--- config.mk ---
export PLATFORM = sky130hd
export DESIGN_NAME = mmc1_sync_mapper
export DESIGN_NICKNAME = d
export VERILOG_FILES = /design/src/rtl/mmc1_pkg.sv /design/src/rtl/mmc1_bus_sync.sv /design/src/rtl/mmc1_sync_mapper.sv
export SDC_FILE = /design/constraint.sdc
export NUM_CORES = 1
export LEC_CHECK = 0
export CORE_UTILIZATION = 30
export CTS_CLUSTER_SIZE = 28
export DETAILED_ROUTE_END_ITERATION = 12
export PLACE_DENSITY = 0.53
export SLEW_MARGIN = 20
export SYNTH_ARGS = -nofsm -noshare
export SYNTH_HDL_FRONTEND = slang
export SYNTH_SLANG_ARGS = --single-unit
--- constraint.sdc ---
create_clock -name CLK -period 4.5 [get_ports CLK]
set_input_delay 1.35 -clock CLK [delete_from_list [all_inputs] [get_ports CLK]]
set_output_delay 1.35 -clock CLK [all_outputs]
set_load 0.02 [all_outputs]
--- src/rtl/mmc1_pkg.sv ---
// Shared encodings for the MMC1-style serial mapper: register selects, control fields, bus capture.
package mmc1_pkg;

  typedef enum logic [1:0] {
    SEL_CONTROL = 2'b00,
    SEL_CHR0    = 2'b01,
    SEL_CHR1    = 2'b10,
    SEL_PRG     = 2'b11
  } reg_sel_e;

  typedef enum logic [1:0] {
    MIR_ONE_LO = 2'b00,
    MIR_ONE_HI = 2'b01,
    MIR_VERT   = 2'b10,
    MIR_HORZ   = 2'b11
  } mirror_e;

  typedef enum logic [1:0] {
    PRG_32K_A     = 2'b00,
    PRG_32K_B     = 2'b01,
    PRG_FIX_FIRST = 2'b10,
    PRG_FIX_LAST  = 2'b11
  } prg_mode_e;

  localparam logic [7:0] CONTROL_RESET = 8'h0C;

  typedef struct packed {
    logic a14;
    logic a13;
    logic romsel_n;
    logic rw_n;
    logic d0;
    logic d7;
  } bus_cap_t;

endpackage

--- src/rtl/mmc1_bus_sync.sv ---
// Synchronises the CPU bus into the mapper clock, latches fields while M2 is high and
// strobes cycle_end_o on the first clock where synchronised M2 has fallen.
module mmc1_bus_sync
  import mmc1_pkg::*;
#(
  parameter int SYNC_STAGES = 2
) (
  input  logic     clk_i,
  input  logic     rst_n_i,
  input  logic     m2_i,
  input  logic     a13_i,
  input  logic     a14_i,
  input  logic     romsel_n_i,
  input  logic     rw_n_i,
  input  logic     d0_i,
  input  logic     d7_i,
  output logic     cycle_end_o,
  output bus_cap_t cap_o
);

  bus_cap_t                 raw;
  logic [SYNC_STAGES-1:0]   m2_sync_q;
  bus_cap_t                 cap_sync_q [SYNC_STAGES];
  bus_cap_t                 cap_q;
  logic                     m2_prev_q;
  logic                     m2_s;

  assign raw  = {a14_i, a13_i, romsel_n_i, rw_n_i, d0_i, d7_i};
  assign m2_s = m2_sync_q[SYNC_STAGES-1];

  always_ff @(posedge clk_i or negedge rst_n_i) begin
    if (!rst_n_i) begin
      m2_sync_q <= '0;
      for (int i = 0; i < SYNC_STAGES; i++) cap_sync_q[i] <= '0;
      cap_q     <= '0;
      m2_prev_q <= 1'b0;
    end else begin
      m2_sync_q[0]  <= m2_i;
      cap_sync_q[0] <= raw;
      for (int i = 1; i < SYNC_STAGES; i++) begin
        m2_sync_q[i]  <= m2_sync_q[i-1];
        cap_sync_q[i] <= cap_sync_q[i-1];
      end
      m2_prev_q <= m2_s;
      // Keep refreshing while M2 is high so the last value before the fall is held.
      if (m2_s) cap_q <= cap_sync_q[SYNC_STAGES-1];
    end
  end

  assign cycle_end_o = m2_prev_q & ~m2_s;
  assign cap_o       = cap_q;

endmodule

--- src/rtl/mmc1_sync_mapper.sv ---
// MMC1-style serial-load mapper: filtered 5-bit shift loading of control/CHR/PRG registers,
// with combinational bank, mirroring and chip-enable decode from the raw bus pins.
module mmc1_sync_mapper
  import mmc1_pkg::*;
#(
  parameter int SHIFT_LEN   = 5,
  parameter int PRG_OUT_W   = 4,
  parameter int CHR_OUT_W   = 5,
  parameter int SYNC_STAGES = 2
) (
  input  logic                 CLK,
  input  logic                 nRST,
  input  logic                 CPU_M2,
  input  logic                 CPU_A13,
  input  logic                 CPU_A14,
  input  logic                 nCPU_ROMSEL,
  input  logic                 nCPU_RW,
  input  logic                 CPU_D0,
  input  logic                 CPU_D7,
  input  logic                 PPU_A12,
  input  logic                 PPU_A11,
  input  logic                 PPU_A10,
  output logic [PRG_OUT_W-1:0] PRG_A,
  output logic [CHR_OUT_W-1:0] CHR_A,
  output logic                 CIRAM_A10,
  output logic                 nPRG_CE,
  output logic                 nWRAM_CE,
  output logic                 REG_COMMIT,
  output logic [1:0]           REG_SEL
);

  localparam int CW = $clog2(SHIFT_LEN);
  localparam logic [CW-1:0] LAST_CNT = CW'(SHIFT_LEN - 1);
  localparam logic [SHIFT_LEN-1:0] CTRL_RST = SHIFT_LEN'(CONTROL_RESET);

  logic                 cycle_end;
  bus_cap_t             cap;
  logic                 is_wr;
  logic [SHIFT_LEN-1:0] shifted;

  logic [CW-1:0]        count_q, count_d;
  logic [SHIFT_LEN-1:0] shift_q, shift_d;
  logic [SHIFT_LEN-1:0] ctrl_q, ctrl_d, chr0_q, chr0_d, chr1_q, chr1_d, prg_q, prg_d;
  logic                 last_wr_q, last_wr_d;
  logic                 commit_q, commit_d;
  reg_sel_e             sel_q, sel_d;

  mmc1_bus_sync #(.SYNC_STAGES(SYNC_STAGES)) u_bus_sync (
    .clk_i       (CLK),
    .rst_n_i     (nRST),
    .m2_i        (CPU_M2),
    .a13_i       (CPU_A13),
    .a14_i       (CPU_A14),
    .romsel_n_i  (nCPU_ROMSEL),
    .rw_n_i      (nCPU_RW),
    .d0_i        (CPU_D0),
    .d7_i        (CPU_D7),
    .cycle_end_o (cycle_end),
    .cap_o       (cap)
  );

  assign is_wr   = ~cap.romsel_n & ~cap.rw_n;
  // The shifter fills from the top, so after SHIFT_LEN-1 bits the first one sits at bit 1.
  assign shifted = {cap.d0, shift_q[SHIFT_LEN-1:1]};

  always_comb begin
    count_d   = count_q;
    shift_d   = shift_q;
    ctrl_d    = ctrl_q;
    chr0_d    = chr0_q;
    chr1_d    = chr1_q;
    prg_d     = prg_q;
    last_wr_d = last_wr_q;
    commit_d  = 1'b0;
    sel_d     = sel_q;
    if (cycle_end) begin
      last_wr_d = is_wr;
      if (is_wr && !last_wr_q) begin
        if (cap.d7) begin
          count_d     = '0;
          shift_d     = '0;
          ctrl_d[3:2] = 2'b11;
        end else if (count_q != LAST_CNT) begin
          shift_d = shifted;
          count_d = count_q + CW'(1);
        end else begin
          count_d  = '0;
          shift_d  = '0;
          commit_d = 1'b1;
          sel_d    = reg_sel_e'({cap.a14, cap.a13});
          case (reg_sel_e'({cap.a14, cap.a13}))
            SEL_CONTROL: ctrl_d = shifted;
            SEL_CHR0:    chr0_d = shifted;
            SEL_CHR1:    chr1_d = shifted;
            default:     prg_d  = shifted;
          endcase
        end
      end
    end
  end

  always_ff @(posedge CLK or negedge nRST) begin
    if (!nRST) begin
      count_q   <= '0;
      shift_q   <= '0;
      ctrl_q    <= CTRL_RST;
      chr0_q    <= '0;
      chr1_q    <= '0;
      prg_q     <= '0;
      last_wr_q <= 1'b0;
      commit_q  <= 1'b0;
      sel_q     <= SEL_CONTROL;
    end else begin
      count_q   <= count_d;
      shift_q   <= shift_d;
      ctrl_q    <= ctrl_d;
      chr0_q    <= chr0_d;
      chr1_q    <= chr1_d;
      prg_q     <= prg_d;
      last_wr_q <= last_wr_d;
      commit_q  <= commit_d;
      sel_q     <= sel_d;
    end
  end

  assign REG_COMMIT = commit_q;
  assign REG_SEL    = sel_q;

  logic [PRG_OUT_W-1:0] bank;
  logic                 wram_dis;
  logic                 unused_bits;

  assign bank        = prg_q[PRG_OUT_W-1:0];
  assign wram_dis    = prg_q[SHIFT_LEN-1];
  assign unused_bits = ^{ctrl_q, chr0_q, chr1_q, prg_q};

  always_comb begin
    CIRAM_A10 = 1'b0;
    case (mirror_e'(ctrl_q[1:0]))
      MIR_ONE_LO: CIRAM_A10 = 1'b0;
      MIR_ONE_HI: CIRAM_A10 = 1'b1;
      MIR_VERT:   CIRAM_A10 = PPU_A10;
      default:    CIRAM_A10 = PPU_A11;
    endcase

    PRG_A = bank;
    case (prg_mode_e'(ctrl_q[3:2]))
      PRG_FIX_FIRST: PRG_A = CPU_A14 ? bank : '0;
      PRG_FIX_LAST:  PRG_A = CPU_A14 ? {PRG_OUT_W{1'b1}} : bank;
      default:       PRG_A = {bank[PRG_OUT_W-1:1], CPU_A14};
    endcase

    if (ctrl_q[4]) CHR_A = PPU_A12 ? chr1_q[CHR_OUT_W-1:0] : chr0_q[CHR_OUT_W-1:0];
    else           CHR_A = {chr0_q[CHR_OUT_W-1:1], PPU_A12};
  end

  assign nPRG_CE  = nCPU_ROMSEL | ~nCPU_RW;
  assign nWRAM_CE = ~(CPU_M2 & nCPU_ROMSEL & CPU_A14 & CPU_A13 & ~wram_dis);

endmodule

Word-level counts from Yosys, hierarchy flattened. Index checks and enable logic that the tools add are counted.

Bits of input ports: 12. Output and inout port bits: 15. Word-level logic and storage cells: 85. Register bits after elaboration: 53.

Mux-type cells: 17. Add/subtract/negate cells: 1. Bitwise gates (word level): 16. Reductions and logical operators: 13. Equal/unequal tests: 8.

Operators with widths (count): $mux W5 (4); $reduce_and A5 Y1 (4); $mux W4 (4); $not A1 Y1 (9); $eq A2 B2 Y1 const B (4); $pmux W4 S2 (1); $reduce_and A4 Y1 (2); $and A1 B1 Y1 (6); $mux W3 (2); $eq A2 B1 Y1 const B (2); $logic_not A2 Y1 (2); $mux W1 (4); $add A3 B1 Y3 const B (1); $ne A3 B3 Y1 const B (1); $pmux W1 S3 (1); $reduce_or A3 Y1 (1); $mux W2 (1); $ne A2 B1 Y1 const B (1); $reduce_and A2 Y1 (1); $reduce_bool A2 Y1 (1); $logic_and A1 B1 Y1 (1); $logic_not A1 Y1 (1); $or A1 B1 Y1 (1).

Logic depth before layout (Yosys ltp). Gate-level depths: netlist (run 1).

Depth after elaboration: 5. Mapped depth: 5. Depth with buffers taken out: 5.

Cells and area by module. A second synthesis (run 1) with hierarchy kept.

Cell total of the unflattened synthesis: 149. Area total of the unflattened synthesis: 2118.3 um^2.

By module, submodules not included: mmc1_sync_mapper (cells an instance 120, area an instance 1482.7 um^2, sequential area each 778.2 um^2, times used 1); mmc1_bus_sync (cells an instance 29, area an instance 635.6 um^2, sequential area each 525.5 um^2, times used 1).

Least setup slack after synthesis (run 1). OpenSTA, ideal clock, no wires.

Path kind: input to output. Start: in PPU_A12. End: out CHR_A[1]. Path buffers: 0. Setup slack: 1290 ps. Data required time: 3150 ps. Arrival time: 1860 ps. Stages: 2. Path through: nand2_1 > mux2_2.

Word-level cells in the longest chain between the ends: 2.

RTL lines: start: declaration (line mmc1_sync_mapper.sv:20) `input logic PPU_A12,`; $mux W5 (2 in series) (line mmc1_sync_mapper.sv:153) `if (ctrl_q[4]) CHR_A = PPU_A12 ? chr1_q[CHR_OUT_W-1:0] : chr0_q[CHR_OUT_W-1:0];`; end: declaration (line mmc1_sync_mapper.sv:24) `output logic [CHR_OUT_W-1:0] CHR_A,`.

Every way passes these cells.

Worst setup path after layout (run 1).
Start: in CPU_A14. End: out PRG_A[1].

Word-level cells in the longest chain between the ends: 2. Elaborated cells between the ends (all ways): 3. Those cells by class: mux: 3.

RTL lines: start: declaration (line mmc1_sync_mapper.sv:15) `input logic CPU_A14,`; $mux W4 (on tied branches) (line mmc1_sync_mapper.sv:149, mmc1_sync_mapper.sv:148); $pmux W4 S2 * (line mmc1_sync_mapper.sv:147) `case (prg_mode_e'(ctrl_q[3:2]))`; end: declaration (line mmc1_sync_mapper.sv:23) `output logic [PRG_OUT_W-1:0] PRG_A,`.

Every way passes the cells marked *; elsewhere a longest branch is shown, timed or not.

==> summary.md, run 1 <==
| Metric | Value |
|---|---|
| Worst path top cell family by delay | `buffers and inverters` |
| IO Pins | `27` |
| Initial core utilization | `31.4%` |
| Vias in the first global route | `1286` |
| First-pass GRT wire length | `6440 um` |
| Yosys Warn Count | `0` |
| Hold Path Origin | `u_bus_sync.cap_sync_q[9]` |
| Syn Std Cell Area | `0.00216 mm^2` |
| Crit path kind | `in2out` |
| Ant. Diodes | `0` |
| Post-CTS Hold Fix Bufs | `0` |
| Die Wd | `86.8 um` |
| Initial antenna violation count | `0` |
| CTS sink count | `52` |
| Setup crit end kind | `primary output` |
| PD cells | `372 mW/mm^2` |
| Final wirelength | `3740 um` |
| Commonest non-fill, non-tap cells in the layout | `dfrtp_1 (50), mux2_2 (29), clkdlybuf4s50_1 (25)` |
| CTS Root Cell | `clkbuf_8` |
| Yosys reg bits | `52` |
| Placement Setup Slack | `221 ps` |
| Syn Inst Count | `160` |
| Worst path cell trace | `clkdlybuf4s50_1 > nand2b_1 > a21oi_1 > nor2_1 > clkdlybuf4s50_1` |
| Fmax | `234 MHz` |
| Critical Path RT | `3150 ps` |
| Final worst setup slack | `226 ps` |
| Routed WL per cell | `13.0 um` |
| Drt first pass iters | `4` |
| Worst Hold Path Cells | `0` |
| # setup viols final | `0` |
| Library cells used by synthesis | `33` |
| DP Cell Count | `279` |
| Fin crit period | `4270 ps` |
| Final instance area | `0.00261 mm^2` |
| Syn_area_per_cell | `13.5 um^2` |
| Layout area overhead | `20.8%` |
| Post-CTS Setup Repair Bufs | `0` |
| Core box area | `0.00687 mm^2` |
| CP max stage cell | `clkdlybuf4s50_1` |
| Later-pin clock latency in the skew report | `300 ps` |
| Arrival time at the worst endpoint | `2920 ps` |
| Total gr overflow | `0` |
| Clk pin slew, worst setup/hold paths | `90 ps` |
| Clk_skew | `8.62 ps` |
| Final hold vios | `0` |
| Final nets | `204` |
| Iteration-0 DRC Markers | `54` |
| R2R Setup Slk | `2320 ps` |
| Post_cts resized | `0` |
| Crit-path max FO | `8` |
| PortBufs | `26` |
| Setup TNS | `0 ps` |
| CTS tree | `done` |
| Fraction of layout cells with a size suffix above 1 | `26.7%` |
| Area after DPL | `0.00251 mm^2` |
| Fillers | `689` |
| Post-synthesis sequential area ratio | `60.4%` |
| Final Max Slew Viols | `0` |
| H-tree depth | `2` |
| Vias after detailed routing | `1320` |
| Detail Placement HPWL | `2580 um` |
| Buf/Inv on CP | `2` |
| WHS Endpoint | `u_bus_sync.cap_sync_q[3]` |
| Startpoint Class | `primary input` |
| # DRC | `0` |
| GPL Wtd Cong | `0.709` |
| Drt via density | `4.60` |
| Clock tree buffer depth | `2` |
| Outcome | `finished, final reports clean` |
| RSZ-0062 raised after global routing | `false` |
| DIE AREA | `0.00754 mm^2` |
| Slew @ Worst Pin | `538 ps` |
| WHS | `354 ps` |
| Slew HR | `64.2%` |
| Final std cells w/o fill | `287` |
| Max VDD drop | `0.000193 V` |
| Hold Path Class | `reg2reg` |
| Post-route ant nets | `0` |
| Die H | `86.8 um` |
| Max Cap Viol | `0` |
| Total GRT Usage | `11.2%` |
| R2R Path Start | `u_bus_sync.m2_sync_q[1]` |
| R2R depth | `3` |
| Most frequent CP cell | `clkdlybuf4s50_1` |
| Largest net degree at the start of global routing | `32` |
| Syn Nets | `174` |
| Final worst path period share | `95.0%` |
| R2r endpoint | `chr1_q[4]` |
| FP Rows | `30` |
| Largest stage delay on the critical path | `620 ps` |
| CTS Buf Count | `5` |
| Crit path depth | `5` |
| Leading cell type in the layout, fill and taps excluded | `dfrtp_1` |
| Leak | `1.12 nW` |
## logic make-up after synthesis
group                      after synthesis  synth area share (%)
adders and majority gates                2                  1.16
DFF                                     52                  60.4
muxes                                   29                  15.1
and+or+nand+nor                         34                  11.9
AOI/OAI and AO/OA                       32                  8.87
buffers and inverters                   11                  2.49
## power by group
part           internal, W  total [W]  switching (W)
registers         0.000508   0.000558      0.0000505
clock network     0.000125   0.000275       0.000150
logic            0.0000685   0.000137      0.0000685
## cell usage after synthesis
cell type | count | area share [%]
dfstp_2 | 2 | 2.4
o31ai_1 | 1 | 0.35
nor4_1 | 1 | 0.29
dfrtp_1 | 50 | 58
nor3_2 | 2 | 0.93
nand2_1 | 8 | 1.4
a211oi_1 | 1 | 0.35
nor4b_1 | 1 | 0.41
a21o_1 | 1 | 0.35
inv_1 | 7 | 1.2
buf_4 | 1 | 0.35
or4_1 | 1 | 0.35
ha_1 | 2 | 1.2
nand3b_1 | 1 | 0.35
o41ai_1 | 1 | 0.41
mux2_2 | 29 | 15
nor2_1 | 6 | 1.0
o21ai_0 | 12 | 2.8
nor4_4 | 2 | 2.0
a21oi_1 | 11 | 2.6
nand4_1 | 1 | 0.29
o32a_2 | 2 | 1.0
nand2b_1 | 5 | 1.4
buf_6 | 1 | 0.52
nor4b_4 | 1 | 1.1
clkbuf_1 | 1 | 0.17
a31oi_1 | 2 | 0.58
or2_0 | 1 | 0.29
or4b_4 | 2 | 1.3
or2_2 | 1 | 0.29
buf_2 | 1 | 0.23
nand4bb_1 | 1 | 0.52
o21ba_2 | 1 | 0.46
## final cells by class
cell class                 instances  area [um^2]  share of cell area, %
multi-input combinational         97          801                   30.7
timing repair buffer              27          263                   10.1
clock inverter                     1         7.51                  0.288
tap                               96          120                   4.61
sequential                        52         1300                   50.0
inverter                           7         26.3                   1.01
clock buffer                       7         86.3                   3.31
## flip-flops by register name, indices dropped and copies added, names as in the netlist
name,count
u_bus_sync.cap_sync_q,12
u_bus_sync.cap_o,6
chr0_q,5
chr1_q,5
ctrl_q,5
prg_q,5
shift_q,4
count_q,3
REG_SEL,2
u_bus_sync.m2_sync_q,2
REG_COMMIT,1
last_wr_q,1
u_bus_sync.m2_prev_q,1
## worst max-delay path by stage
stage	endpoint	startpoint
after global routing	PRG_A[2]	CPU_A14
after global placement	PRG_A[1]	CPU_A14
after CTS	PRG_A[1]	CPU_A14
final	PRG_A[1]	CPU_A14
after detailed placement	PRG_A[1]	CPU_A14
after floorplan	CHR_A[1]	PPU_A12
## per-stage QoR
step / total power, W / util, %
floorplan: 0.000641 / -
global placement: 0.000706 / 36.6
detailed placement: 0.000709 / 36.6
CTS: 0.000987 / 38.0
global route: 0.00102 / 38.0
finish: 0.000971 / 38.0
## routing by layer
layer	share of wire, %	wire length, um	track usage (%)
met3	3.4	126	2.86
met5	0	0	0
met1	51	1900	16.1
met2	45	1670	16.4
met4	1.1	40	3.64
## worst reg2reg max path, delay by kind of cell (launching register included)
kind / cells / cell delay, ps
and+or+nand+nor: 2 / 1180
muxes: 1 / 380
DFF: 1 / 520
No activity file was read; power rests on OpenSTA's default activity.
==> run 2, diff against run 1 <==
==> constraint.sdc (replaced) <==
create_clock -name CLK -period 4.5 [get_ports CLK]
set_input_delay 0.9 -clock CLK [delete_from_list [all_inputs] [get_ports CLK]]
set_output_delay 0.9 -clock CLK [all_outputs]
set_load 0.02 [all_outputs]
==> run 2 against run 1 <==
Against the previous run:
- routed wire length grew 1.5%
- combinational power is essentially flat
- non-clock buffer count is the same
- utilization shrank 0.18 points
- maximum frequency grew 26%
- critical path depth is the same
- cell count is the same
- clock power shrank 6%
- worst setup slack gained 890 ps
- die area is the same
- design area shrank 0.48%
- count of clock-buffer cells in the layout is the same
- highest routed layer unchanged
==> summary.md, run 2 (synthesis gave the netlist of run 1 again) <==
| Metric | Value |
|---|---|
| Hold Path Class | `reg2reg` |
| Final worst path period share | `75.2%` |
| Drt via density | `4.56` |
| Placement Setup Slack | `1110 ps` |
| Largest stage delay on the critical path | `620 ps` |
| Max VDD drop | `0.000160 V` |
| Drt first pass iters | `4` |
| Die Wd | `86.8 um` |
| DIE AREA | `0.00754 mm^2` |
| Buf/Inv on CP | `2` |
| RSZ-0062 raised after global routing | `false` |
| Area after DPL | `0.00251 mm^2` |
| Later-pin clock latency in the skew report | `300 ps` |
| Critical Path RT | `3600 ps` |
| Detail Placement HPWL | `2540 um` |
| Iteration-0 DRC Markers | `63` |
| CTS Root Cell | `clkbuf_8` |
| Fillers | `677` |
| Commonest non-fill, non-tap cells in the layout | `dfrtp_1 (50), mux2_2 (29), clkdlybuf4s50_1 (25)` |
| H-tree depth | `2` |
| Final Max Slew Viols | `0` |
| Final instance area | `0.00259 mm^2` |
| Setup TNS | `0 ps` |
| Crit path kind | `in2out` |
| Outcome | `finished, final reports clean` |
| Final wirelength | `3790 um` |
| Largest Register | `u_bus_sync.cap_sync_q` |
| FP Rows | `30` |
| # setup viols final | `0` |
| CTS sink count | `52` |
| Leak | `1.12 nW` |
| GPL Wtd Cong | `0.705` |
| PD cells | `367 mW/mm^2` |
| Slew @ Worst Pin | `631 ps` |
| Fraction of layout cells with a size suffix above 1 | `26.2%` |
| Most frequent CP cell | `clkdlybuf4s50_1` |
| Worst path top cell family by delay | `buffers and inverters` |
| Vias after detailed routing | `1310` |
| Final std cells w/o fill | `287` |
| Leading cell type in the layout, fill and taps excluded | `dfrtp_1` |
| CTS tree | `done` |
| # DRC | `0` |
| IO Pins | `27` |
| Startpoint Class | `primary input` |
| Clk_skew | `11.8 ps` |
| Post-CTS Hold Fix Bufs | `0` |
| Clock tree buffer depth | `2` |
| Slew HR | `57.9%` |
| CTS Buf Count | `5` |
| Max Cap Viol | `0` |
| Initial antenna violation count | `0` |
| Fmax | `296 MHz` |
| Total GRT Usage | `11.4%` |
| Register area | `0.00130 mm^2` |
| Layout area overhead | `20.2%` |
| Routed WL per cell | `13.2 um` |
| CP max stage cell | `clkdlybuf4s50_1` |
| Post-route ant nets | `0` |
| Vias in the first global route | `1237` |
| Clk pin slew, worst setup/hold paths | `90 ps` |
| Total gr overflow | `0` |
| Initial core utilization | `31.4%` |
| Worst path cell trace | `clkdlybuf4s50_1 > nand2b_1 > a21oi_1 > nor2_1 > clkdlybuf4s50_1` |
| Post_cts resized | `0` |
| Arrival time at the worst endpoint | `2480 ps` |
| Largest net degree at the start of global routing | `53` |
| Fin crit period | `3380 ps` |
| Ant. Diodes | `0` |
| First-pass GRT wire length | `6390 um` |
| Crit-path max FO | `8` |
| Post-CTS Setup Repair Bufs | `0` |
| Final worst setup slack | `1120 ps` |
| DP Cell Count | `279` |
| Setup crit end kind | `primary output` |
| PortBufs | `26` |
| Core box area | `0.00687 mm^2` |
| Final core utilization | `37.8%` |
| Multi-input combinational cell area | `801 um^2` |
| Die H | `86.8 um` |
| Final nets | `204` |
| Max reg flops | `12` |
| Final hold vios | `0` |
==> run 2: layer usage <==
| layer | vias up | global-route usage [%] | share of wire, % |
|---|---|---|---|
| met3 | 8 | 3.05 | 3.7 |
| met5 | - | 0 | 0 |
| met4 | 0 | 4.55 | 1.7 |
| met2 | 24 | 16.4 | 44 |
| li1 | 635 | - | - |
| met1 | 643 | 16.1 | 50 |
==> run 2: per-stage QoR <==
| stage | hold slack [ps] | total power [W] |
|---|---|---|
| finish | 346 | 0.000952 |
| global route | 352 | 0.00101 |
| CTS | 352 | 0.000967 |
| detailed placement | 336 | 0.000707 |
| global placement | 333 | 0.000705 |
| floorplan | 331 | 0.000641 |
==> run 2: path summary, 6_finish.rpt <==
| kind | from | endpoint | slack (ps) | cells after the start |
|---|---|---|---|---|
| min | u_bus_sync.cap_sync_q[10] | u_bus_sync.cap_sync_q[4] | 350 | 0 |
| min reg2reg | u_bus_sync.cap_sync_q[10] | u_bus_sync.cap_sync_q[4] | 350 | 0 |
| max | CPU_A14 | PRG_A[2] | 1120 | 5 |
| max reg2reg | u_bus_sync.m2_sync_q[1] | chr1_q[2] | 2330 | 3 |
| max in group asynchronous | nRST | u_bus_sync.cap_sync_q[10] | 3380 | 2 |
| min in group asynchronous | nRST | chr0_q[4] | 690 | 2 |
==> run 2: power by group <==
group | internal [W] | switching, W
logic | 0.0000686 | 0.0000684
registers | 0.000508 | 0.0000495
clock network | 0.000110 | 0.000148
total | 0.000686 | 0.000266
==> run 2: layout make-up <==
| class | instances | share of cell area, % |
|---|---|---|
| multi-input cells | 97 | 30.9 |
| clock inverters | 1 | 0.193 |
| flip-flops and latches | 52 | 50.2 |
| clock buffers | 7 | 2.94 |
| repair buffers | 27 | 10.1 |
| well taps | 96 | 4.63 |
| inverters | 7 | 1.01 |
==> run 2: worst reg2reg max path: stages, from the launching register on <==
cell	delay, ps
dfrtp_1	520
or4b_4	710
nor4_4	470
mux2_2	380
